File: src/rtl/frame_scroll_scheduler.sv
// Frame scroll scheduler: once per frame it decides whether the world must scroll, sweeps
// every platform slot through the update handshake, then shifts the doodle and scores the scroll.
module frame_scroll_scheduler #(
  parameter int SCROLL_LINE = 200,
  parameter int MAX_STEP    = 8,
  parameter int N_PLAT      = 93
) (
  input  logic       clk,
  input  logic       rst,
  input  logic       frame_start,
  input  logic [9:0] doodle_y,
  input  logic       doodle_falling,
  output logic       upd_req,
  output logic [6:0] upd_idx,
  output logic [3:0] upd_dy,
  input  logic       upd_ack,
  output logic       doodle_shift,
  output logic       busy,
  output logic [15:0] score,
  output logic       overrun
);

  typedef enum logic [1:0] {
    IDLE  = 2'd0,
    CALC  = 2'd1,
    SWEEP = 2'd2,
    DONE  = 2'd3
  } state_t;

  localparam logic [9:0] SCROLL_LINE_C = 10'(SCROLL_LINE);
  localparam logic [9:0] MAX_STEP_C    = 10'(MAX_STEP);
  localparam logic [6:0] LAST_IDX_C    = 7'(N_PLAT - 1);

  state_t      state_r;
  state_t      next_state_s;
  logic [9:0]  y_r;
  logic        trigger_s;
  logic        handshake_s;
  logic        last_s;
  logic        upd_req_s;
  logic        doodle_shift_s;
  logic        busy_s;

  // Scroll amount: distance above the scroll line, capped at the per-frame maximum.
  function automatic logic [3:0] calc_dy(input logic [9:0] y);
    logic [9:0] gap;
    gap = SCROLL_LINE_C - y;
    if (gap > MAX_STEP_C) begin
      calc_dy = 4'(MAX_STEP_C);
    end else begin
      calc_dy = 4'(gap);
    end
  endfunction

  function automatic logic [15:0] sat_add(input logic [15:0] a, input logic [3:0] b);
    logic [16:0] sum;
    sum = {1'b0, a} + {13'd0, b};
    if (sum[16]) begin
      sat_add = 16'hFFFF;
    end else begin
      sat_add = sum[15:0];
    end
  endfunction

  assign trigger_s   = frame_start && !doodle_falling && (doodle_y < SCROLL_LINE_C);
  assign handshake_s = upd_req && upd_ack;
  assign last_s      = (upd_idx == LAST_IDX_C);

  // State register.
  always_ff @(posedge clk or negedge rst) begin
    if (!rst) begin
      state_r <= IDLE;
    end else begin
      state_r <= next_state_s;
    end
  end

  // Next-state logic.
  always_comb begin
    next_state_s = state_r;
    case (state_r)
      IDLE: begin
        if (trigger_s) begin
          next_state_s = CALC;
        end else begin
          next_state_s = IDLE;
        end
      end
      CALC: next_state_s = SWEEP;
      SWEEP: begin
        if (handshake_s && last_s) begin
          next_state_s = DONE;
        end else begin
          next_state_s = SWEEP;
        end
      end
      DONE:    next_state_s = IDLE;
      default: next_state_s = IDLE;
    endcase
  end

  // Output decode from the upcoming state so the control outputs leave flops.
  always_comb begin
    upd_req_s      = 1'b0;
    doodle_shift_s = 1'b0;
    busy_s         = 1'b1;
    case (next_state_s)
      IDLE:    busy_s = 1'b0;
      CALC:    busy_s = 1'b1;
      SWEEP:   upd_req_s = 1'b1;
      DONE:    doodle_shift_s = 1'b1;
      default: busy_s = 1'b0;
    endcase
  end

  // Registered control outputs.
  always_ff @(posedge clk or negedge rst) begin
    if (!rst) begin
      upd_req      <= 1'b0;
      doodle_shift <= 1'b0;
      busy         <= 1'b0;
    end else begin
      upd_req      <= upd_req_s;
      doodle_shift <= doodle_shift_s;
      busy         <= busy_s;
    end
  end

  // Datapath: sampled height, sweep index, scroll amount, score and the sticky overrun flag.
  always_ff @(posedge clk or negedge rst) begin
    if (!rst) begin
      y_r     <= 10'd0;
      upd_idx <= 7'd0;
      upd_dy  <= 4'd0;
      score   <= 16'd0;
      overrun <= 1'b0;
    end else begin
      if ((state_r == IDLE) && trigger_s) begin
        y_r <= doodle_y;
      end
      if (state_r == CALC) begin
        upd_dy  <= calc_dy(y_r);
        upd_idx <= 7'd0;
      end else if ((state_r == SWEEP) && handshake_s && !last_s) begin
        upd_idx <= upd_idx + 7'd1;
      end
      if (state_r == DONE) begin
        score <= sat_add(score, upd_dy);
      end
      if (frame_start && busy) begin
        overrun <= 1'b1;
      end
    end
  end

endmodule
File: config.mk
export PLATFORM = sky130hd
export DESIGN_NAME = frame_scroll_scheduler
export DESIGN_NICKNAME = d
export VERILOG_FILES = /design/src/rtl/frame_scroll_scheduler.sv
export SDC_FILE = /design/constraint.sdc
export NUM_CORES = 1
export LEC_CHECK = 0
export BUFFER_PORTS_ARGS = -buffer_cell sky130_fd_sc_hd__buf_2
export CORE_AREA = 2 2 78 61
export DETAILED_ROUTE_END_ITERATION = 10
export DIE_AREA = 0 0 80 63
export GPL_TIMING_DRIVEN = 0
export MAX_ROUTING_LAYER = met4
export PLACE_DENSITY = 0.78
export SYNTH_ARGS = -nofsm -noshare
export SYNTH_HDL_FRONTEND = slang
export SYNTH_SLANG_ARGS = --single-unit
File: constraint.sdc
create_clock -name clk -period 2.2 [get_ports clk]
set_clock_uncertainty 0.05 [all_clocks]
set_input_delay 0.44 -clock clk [delete_from_list [all_inputs] [get_ports clk]]
set_output_delay 0.44 -clock clk [all_outputs]
set_load 0.01 [all_outputs]
==> results_dict.tcl, run 1 <==
set metrics [dict create \
    grt_pass1_wl_mm 7.51 \
    post-dp-hpwl_mm 3.11 \
    drtIter0Drc 66 \
    synthSimpleGateAreaFrac 0.179 \
    dieWidth_um 80 \
    cts_resized 0 \
    hold_path_class "primary input to asynchronous set/reset pin" \
    drive_gt1_frac 0.311 \
    worstSetupStartpointType "flop" \
    synthesis.nets 230 \
    nFillCells 384 \
    yosysTopAreaCell "dfrtp_1" \
    syn_area_sq_um 2290 \
    setup_slack_ns 0.100 \
    yosys-top-cells-area "dfrtp_1 (47%), ha_1 (7.1%), mux2_4 (5.2%), xnor2_1 (4.2%), nand2_1 (3.8%)" \
    synth_adder_area_share 0.0796 \
    drt_first_pass_iters 4 \
    syn_avg_cell_area_sq_um 11.4 \
    cts_sinks 43 \
    hold_violations 0 \
    grt_usage 0.196 \
    drv_cap 0 \
    synth_top_family_by_area "simple AND/OR/NAND/NOR gates" \
    h-tree-depth 2 \
    cp-end-kind "flop" \
    area_growth_pct 17.3 \
    synth_seq_area_share 0.469 \
    vias 1650 \
    max_slew_margin 0.374 \
    routed_wl_mm 4.29 \
    post-place-ws_ns 0.0576 \
    crit_fanout 5 \
    max_freq_mhz 476 \
    cts_root_buffer "clkbuf_8" \
    setup_viol 0 \
    die_h_um 63 \
    cts_buffers 5 \
    period_share 0.955 \
    ir_worst_vdd_mv 0.549 \
    num_antenna_cells 0 \
    gr-total-overflow 0 \
    hold_ws_ns 0.238 \
    arrival_ns 2.23 \
    place_inst 303 \
    viasPerCell 5.31 \
    netlist.area_leader.share 0.469 \
    fin_nets 282 \
    yosysUniqueCellTypes 48 \
    setup_tns_ns 0 \
    cts_setup_buffers 0 \
    syn-instance-count 201 \
    synth_compound_area_frac 0.123 \
    synth_xor_xnor_area_share 0.0725 \
    start_util 0.533 \
    critPathKind "flop to flop" \
    clk_latency_ns 0.30 \
    drc 0 \
    grt_max_degree 44 \
    final_cells 311 \
    tightest_slew_ns 0.940 \
    gp_congestion 0.792 \
    leakage_uw 0.00139 \
    core_sq_um 4310 \
    clockBufferDepth 2 \
    clkTransAtPathRegs_ns 0.08 \
    grt_pass1_vias 1624 \
    status "complete, no violations" \
    slew_viol_final 0 \
    synth.area.mux_share 0.0573 \
    rows 21 \
    tritoncts "yes" \
    post_drt_wl_per_cell_um 13.8 \
    powerDensity_nw_per_um2 981 \
    port_buffers 45 \
    antenna_left 0 \
    required_ns 2.33 \
    ys_seq_elements 43 \
    num_io_pins 46 \
    dieArea_sq_um 5040 \
    antenna_found_initial 0 \
    yosys_warnings 0 \
    cts_hold_buf 0 \
    period_needed_ns 2.10 \
]
cell families after synthesis:
kind of cell / after synthesis
AOI/OAI and AO/OA: 31
muxes: 9
and+or+nand+nor: 73
adders and majority gates: 14
DFF: 43
buffers and inverters: 12
xor gates and xnor gates: 19
synth_stat cells (all sizes together):
library cell / n
and4: 2
nor2b: 1
nand2b: 2
o22a: 5
nor3: 5
nand4: 4
o22ai: 2
a21o: 3
and4b: 2
o211a: 1
nor4b: 1
a211o: 3
xor2: 8
a211oi: 1
and3: 2
o311ai: 1
o2111ai: 1
nand3b: 1
o32ai: 1
a21oi: 6
xnor2: 11
nor3b: 2
nor2: 15
o21ai: 1
ha: 13
o21a: 2
buf: 1
o31ai: 1
clkbuf: 1
nand2: 24
dfrtp: 43
and2: 3
inv: 10
o31a: 1
a31oi: 1
o211ai: 1
nand3: 9
fa: 1
mux2: 9
final timing paths:
| check | endpoint | from | slack (ns) | cells past startpoint |
|---|---|---|---|---|
| max | score[12] | upd_dy[0] | 0.10 | 6 |
| min | score[0] | rst | 0.24 | 1 |
| max reg2reg | score[12] | upd_dy[0] | 0.10 | 6 |
| min reg2reg | overrun | overrun | 0.41 | 1 |
| max in group asynchronous | score[13] | rst | 1.29 | 1 |
| min in group clk | overrun | frame_start | 0.30 | 2 |
through the flow:
step,total power (uW),cell area [sq um],util
6_report,2640,2690,0.625
4_1_cts,2650,2670,0.620
5_1_grt,2850,2690,0.625
3_3_place_gp,2120,2590,0.601
3_5_place_dp,2160,2590,0.601
2_1_floorplan,1870,2290,-
layer usage:
layer / track usage / routed length, um
met1: 0.275 / 2130
met2: 0.278 / 1950
met3: 0.0607 / 165
met4: 0.0508 / 42
met5: - / 0
layout make-up:
type / count / area (sq um) / share of cell area
multi-input combinational: 146 / 1190 / 0.443
tap: 57 / 71.3 / 0.0265
clock inverter: 1 / 5.00 / 0.00186
sequential: 43 / 1080 / 0.400
inverter: 10 / 37.5 / 0.0139
buffer: 2 / 7.51 / 0.00279
timing repair buffer: 45 / 225 / 0.0837
clock buffer: 7 / 76.3 / 0.0284
worst max-delay path, stage by stage, from the launching register on:
cell and delay, ns:
dfrtp_1 0.40, ha_1 0.25, fa_2 0.39, a211o_1 0.31, o211a_4 0.17, nand3_1 0.08, mux2_2 0.34
where the power goes:
part	leakage [uW]	switching, uW	internal, uW
clock	0.0000422	263	223
combinational	0.000783	510	474
sequential	0.000562	195	975
layout by cell type (no fill, tap or decap), types with 2 or more instances in the layout:
master     n
a211o_1    2
a21o_1     3
a21oi_1    5
and2_1     3
and3_1     2
and4b_1    2
buf_2     45
clkbuf_1   3
clkbuf_8   5
dfrtp_1   43
ha_1      13
inv_1     10
mux2_4     8
nand2_1   22
nand3_1    8
nand4_1    4
nor2_1    15
nor3_1     4
nor3b_2    2
o21a_1     2
o22a_1     4
o22ai_1    2
xnor2_1   11
xor2_1     8
flip-flops by register name (all words and copies together) (netlist names):
name          count
overrun           1
state_r           2
busy              1
score            16
upd_req           1
doodle_shift      1
y_r              10
upd_idx           7
upd_dy            4
Power figures use the tool's default switching activity.
==> run 2: changes to the inputs <==
CORE_AREA = 3 3 79 62   (was 2 2 78 61)
DIE_AREA = 0 0 82 65   (was 0 0 80 63)
PLACE_DENSITY = 0.9   (was 0.78)
==> results_dict.tcl, run 2 (same netlist as run 1, synthesis figures left out) <==
set metrics [dict create \
    status "complete, no violations" \
    grt_pass1_wl_mm 8.05 \
    setup_viol 0 \
    max_slew_margin 0.381 \
    final_common_cell "buf_2" \
    setup_tns_ns 0 \
    routed_wl_mm 4.66 \
    vias 1663 \
    post_drt_wl_per_cell_um 15.1 \
    cts_resized 0 \
    arrival_ns 2.19 \
    num_io_pins 46 \
    drt_first_pass_iters 4 \
    start_util 0.559 \
    final_cells 308 \
    finalPower_uw 2750 \
    dieArea_sq_um 5330 \
    drv_cap 0 \
    drtIter0Drc 72 \
    finish.utilization 0.657 \
    grt_pass1_vias 1730 \
    cts_setup_buffers 0 \
    drive_gt1_frac 0.304 \
    regMostFlops "score" \
    grt_usage 0.203 \
    crit_path_start "upd_dy[0]" \
    grt_max_degree 44 \
    area_growth_pct 17.5 \
    antenna_found_initial 0 \
    gr-total-overflow 0 \
    die_h_um 65 \
    h-tree-depth 2 \
    grt_setup_unrepaired "no" \
    hold_path_class "primary input to asynchronous set/reset pin" \
    drc 0 \
    dieWidth_um 82 \
    layout_common_cells "buf_2 (45), dfrtp_1 (43), nand2_1 (23)" \
    r2r-end "score[9]" \
    port_buffers 45 \
    cp_slowest_cell "dfrtp_1" \
    antenna_left 0 \
    period_share 0.944 \
    post-dp-hpwl_mm 3.43 \
    path_common_cell "nand2_1" \
    cts_sinks 43 \
    clockBufferDepth 2 \
    nFillCells 327 \
    clk_latency_ns 0.29 \
    required_ns 2.31 \
    worstSetupStartpointType "flop" \
    leakage_uw 0.00140 \
    max_stage_delay_ns 0.41 \
    tightest_slew_ns 0.928 \
    tritoncts "yes" \
    max_freq_mhz 481 \
    cts_hold_buf 0 \
    setup_slack_ns 0.123 \
    biggestRegsByFlops "score: 16 flops, y_r: 10 flops, upd_idx: 7 flops" \
    cpLargestDelayFamily "adder cells" \
    gp_congestion 0.788 \
    largest_reg_flops 16 \
    slew_viol_final 0 \
    rows 20 \
    fin_nets 282 \
    period_needed_ns 2.08 \
    cts_root_buffer "clkbuf_8" \
    post-place-ws_ns 0.0344 \
    crit_fanout 10 \
    r2r_cells 6 \
    place_inst 301 \
    hold_violations 0 \
    clkTransAtPathRegs_ns 0.08 \
    cp_num_buf_inv 0 \
    num_antenna_cells 0 \
    viasPerCell 5.40 \
    cp-end-kind "flop" \
    critPathKind "flop to flop" \
    powerDensity_nw_per_um2 1020 \
    cts_buffers 5 \
    ir_worst_vdd_mv 0.536 \
    regToRegSetupSlack_ns 0.12 \
    core_sq_um 4100 \
    worstPathCellList "ha_2 -> fa_2 -> a211o_1 -> o211a_1 -> nand2_1 -> nand2_1" \
    r2r_start "upd_dy[0]" \
]
[run 2: worst max path at each step]
stage                 to  slack (ns)  cells past startpoint
2_1_floorplan  score[12]        0.14                      6
3_3_place_gp   score[12]        0.11                      6
3_5_place_dp    score[9]        0.03                      6
4_1_cts         score[9]        0.02                      6
5_1_grt         score[6]       0.005                      7
6_report        score[9]        0.12                      6
[run 2: power by group]
part / switching (uW) / internal (uW) / total (uW)
sequential: 205 / 975 / 1180
clock: 253 / 333 / 586
combinational: 513 / 473 / 986
total: 970 / 1780 / 2750
[run 2: cell type report]
type                            count  area (sq um)  area share
Inverter                           10          37.5      0.0139
Sequential cell                    43          1080       0.399
Buffer                              2          7.51     0.00278
Timing Repair Buffer               45           225      0.0835
Clock buffer                        6          72.6      0.0269
Multi-Input combinational cell    146          1180       0.437
Clock inverter                      1          30.0      0.0111
Tap cell                           55          68.8      0.0255
[run 2: through the flow]
step                      instance area, sq um  hold WS [ns]
after detailed placement                  2590         0.401
after floorplan                           2290        0.0944
final                                     2700         0.234
after CTS                                 2690         0.264
after global placement                    2590         0.389
after global routing                      2700         0.306
[run 2: metal layers]
layer  part of all wire  track usage
met5                  0            -
met4              0.011       0.0602
met3              0.041       0.0431
met2               0.48        0.317
met1               0.47        0.266
[run 2: worst register-to-register path: cells and delay by family (launching register included)]
kind / cells / cell delay [ns]
adder cells (fa/ha/maj): 2 / 0.59
AND/OR/NAND/NOR: 2 / 0.42
flip-flops: 1 / 0.41
AO/OA/AOI/OAI: 2 / 0.48
==> run 3: changes to the inputs <==
==> constraint.sdc (replaced) <==
create_clock -name clk -period 2.3 [get_ports clk]
set_clock_uncertainty 0.05 [all_clocks]
set_input_delay 0.23 -clock clk [delete_from_list [all_inputs] [get_ports clk]]
set_output_delay 0.23 -clock clk [all_outputs]
set_load 0.01 [all_outputs]
==> results_dict.tcl, run 3 (same netlist as run 1, synthesis figures left out) <==
set metrics [dict create \
    status "complete, no violations" \
    gr-total-overflow 0 \
    worstPathCellList "ha_1 -> fa_2 -> a211o_1 -> o211a_1 -> nand2_1 -> nand2_1" \
    grt_max_degree 44 \
    power_frac_clock 0.213 \
    largest_reg_flops 16 \
    hold_path_class "primary input to asynchronous set/reset pin" \
    drtIter0Drc 72 \
    setup_viol 0 \
    post_drt_wl_per_cell_um 15.1 \
    clkTransAtPathRegs_ns 0.08 \
    max_freq_mhz 470 \
    biggestRegsByFlops "score: 16 flops, y_r: 10 flops, upd_idx: 7 flops" \
    pwr-share-seq 0.429 \
    crit_fanout 10 \
    period_share 0.925 \
    num_antenna_cells 0 \
    ir_worst_vdd_mv 0.512 \
    cp-end-kind "flop" \
    cts_root_buffer "clkbuf_8" \
    h-tree-depth 2 \
    path_common_cell "nand2_1" \
    finalPower_uw 2630 \
    core_sq_um 4100 \
    grt_pass1_wl_mm 8.05 \
    max_slew_margin 0.378 \
    arrival_ns 2.23 \
    layout_common_cells "buf_2 (45), dfrtp_1 (43), nand2_1 (23)" \
    p_sw_frac 0.353 \
    hold_violations 0 \
    area_growth_pct 17.4 \
    start_util 0.559 \
    cts_hold_buf 0 \
    drv_cap 0 \
    gp_congestion 0.788 \
    viasPerCell 5.40 \
    clockBufferDepth 2 \
    grt_pass1_vias 1730 \
    slew_viol_final 0 \
    drc 0 \
    r2r_cells 6 \
    routed_wl_mm 4.66 \
    max_stage_delay_ns 0.40 \
    tightest_slew_ns 0.932 \
    fin_nets 282 \
    power.internal_uw 1700 \
    nFillCells 328 \
    cts_buffers 5 \
    leakage_uw 0.00140 \
    cts_sinks 43 \
    switchingPower_uw 927 \
    clk_latency_ns 0.29 \
    antenna_found_initial 0 \
    tritoncts "yes" \
    rows 20 \
    worstSetupStartpointType "flop" \
    grt_usage 0.203 \
    required_ns 2.41 \
    antenna_left 0 \
    powerDensity_nw_per_um2 976 \
    regMostFlops "score" \
    drive_gt1_frac 0.300 \
    grt_setup_unrepaired "no" \
    dieWidth_um 82 \
    num_io_pins 46 \
    port_buffers 45 \
    die_h_um 65 \
    final_common_cell "buf_2" \
    period_needed_ns 2.13 \
    combPwrFrac 0.358 \
    vias 1662 \
    critPathKind "flop to flop" \
    setup_tns_ns 0 \
    dieArea_sq_um 5330 \
    post-dp-hpwl_mm 3.43 \
    drt_first_pass_iters 4 \
    cp_slowest_cell "dfrtp_1" \
]
run 3: critical path, delay by kind of cell (launching register included):
family	cells	cell delay, ns
DFF	1	0.40
AOI/OAI and AO/OA	2	0.48
adders and majority gates	2	0.65
and+or+nand+nor	2	0.41
run 3: power groups by stage:
| stage | registers [uW] | logic (uW) | clock network (uW) |
|---|---|---|---|
| 2_1_floorplan | 1140 | 648 | 0 |
| 3_3_place_gp | 1120 | 898 | 0 |
| 3_5_place_dp | 1140 | 936 | 0 |
| 4_1_cts | 1120 | 947 | 578 |
| 5_1_grt | 1150 | 1050 | 605 |
| 6_report | 1130 | 942 | 560 |
run 3: layer usage:
metal,vias to the layer above,track usage,share of wire,wire length (um)
met5,-,-,0,0
met2,32,0.317,0.48,2240
met4,0,0.0602,0.011,53
met1,808,0.266,0.47,2180
met3,5,0.0431,0.039,183
li1,817,-,-,-
run 3: area by class of cell:
cell class                      instances  area, sq um  area share
Multi-Input combinational cell        146         1180       0.437
Clock inverter                          1         30.0      0.0111
Clock buffer                            6         72.6      0.0269
Buffer                                  2         7.51     0.00279
Inverter                               10         37.5      0.0139
Tap cell                               55         68.8      0.0255
Timing Repair Buffer                   45          225      0.0836
Sequential cell                        43         1080       0.399
run 3: timing repair:
action,in CTS,in global routing
gates resized for setup,0,1
buffers inserted,0,0
setup endpoints to repair,0,3
run 3: worst paths after layout:
check	start	end	slack, ns
setup / recovery	upd_dy[0]	score[9]	0.17
hold / removal	rst	score[6]	0.02
setup reg to reg	upd_dy[0]	score[9]	0.17
hold reg to reg	overrun	overrun	0.41
max in group asynchronous	rst	y_r[3]	1.59
min in group clk	frame_start	overrun	0.10
run 3: per-stage QoR:
| step | util | hold WS (ns) | instance area [sq um] | cells | worst slack [ns] |
|---|---|---|---|---|---|
| 2_1_floorplan | - | -0.116 | 2290 | 201 | 0.242 |
| 3_3_place_gp | 0.631 | 0.366 | 2590 | 301 | 0.206 |
| 3_5_place_dp | 0.631 | 0.377 | 2590 | 301 | 0.134 |
| 4_1_cts | 0.656 | 0.0543 | 2690 | 308 | 0.118 |
| 5_1_grt | 0.656 | 0.0959 | 2690 | 308 | 0.0506 |
| 6_report | 0.656 | 0.0230 | 2690 | 308 | 0.173 |
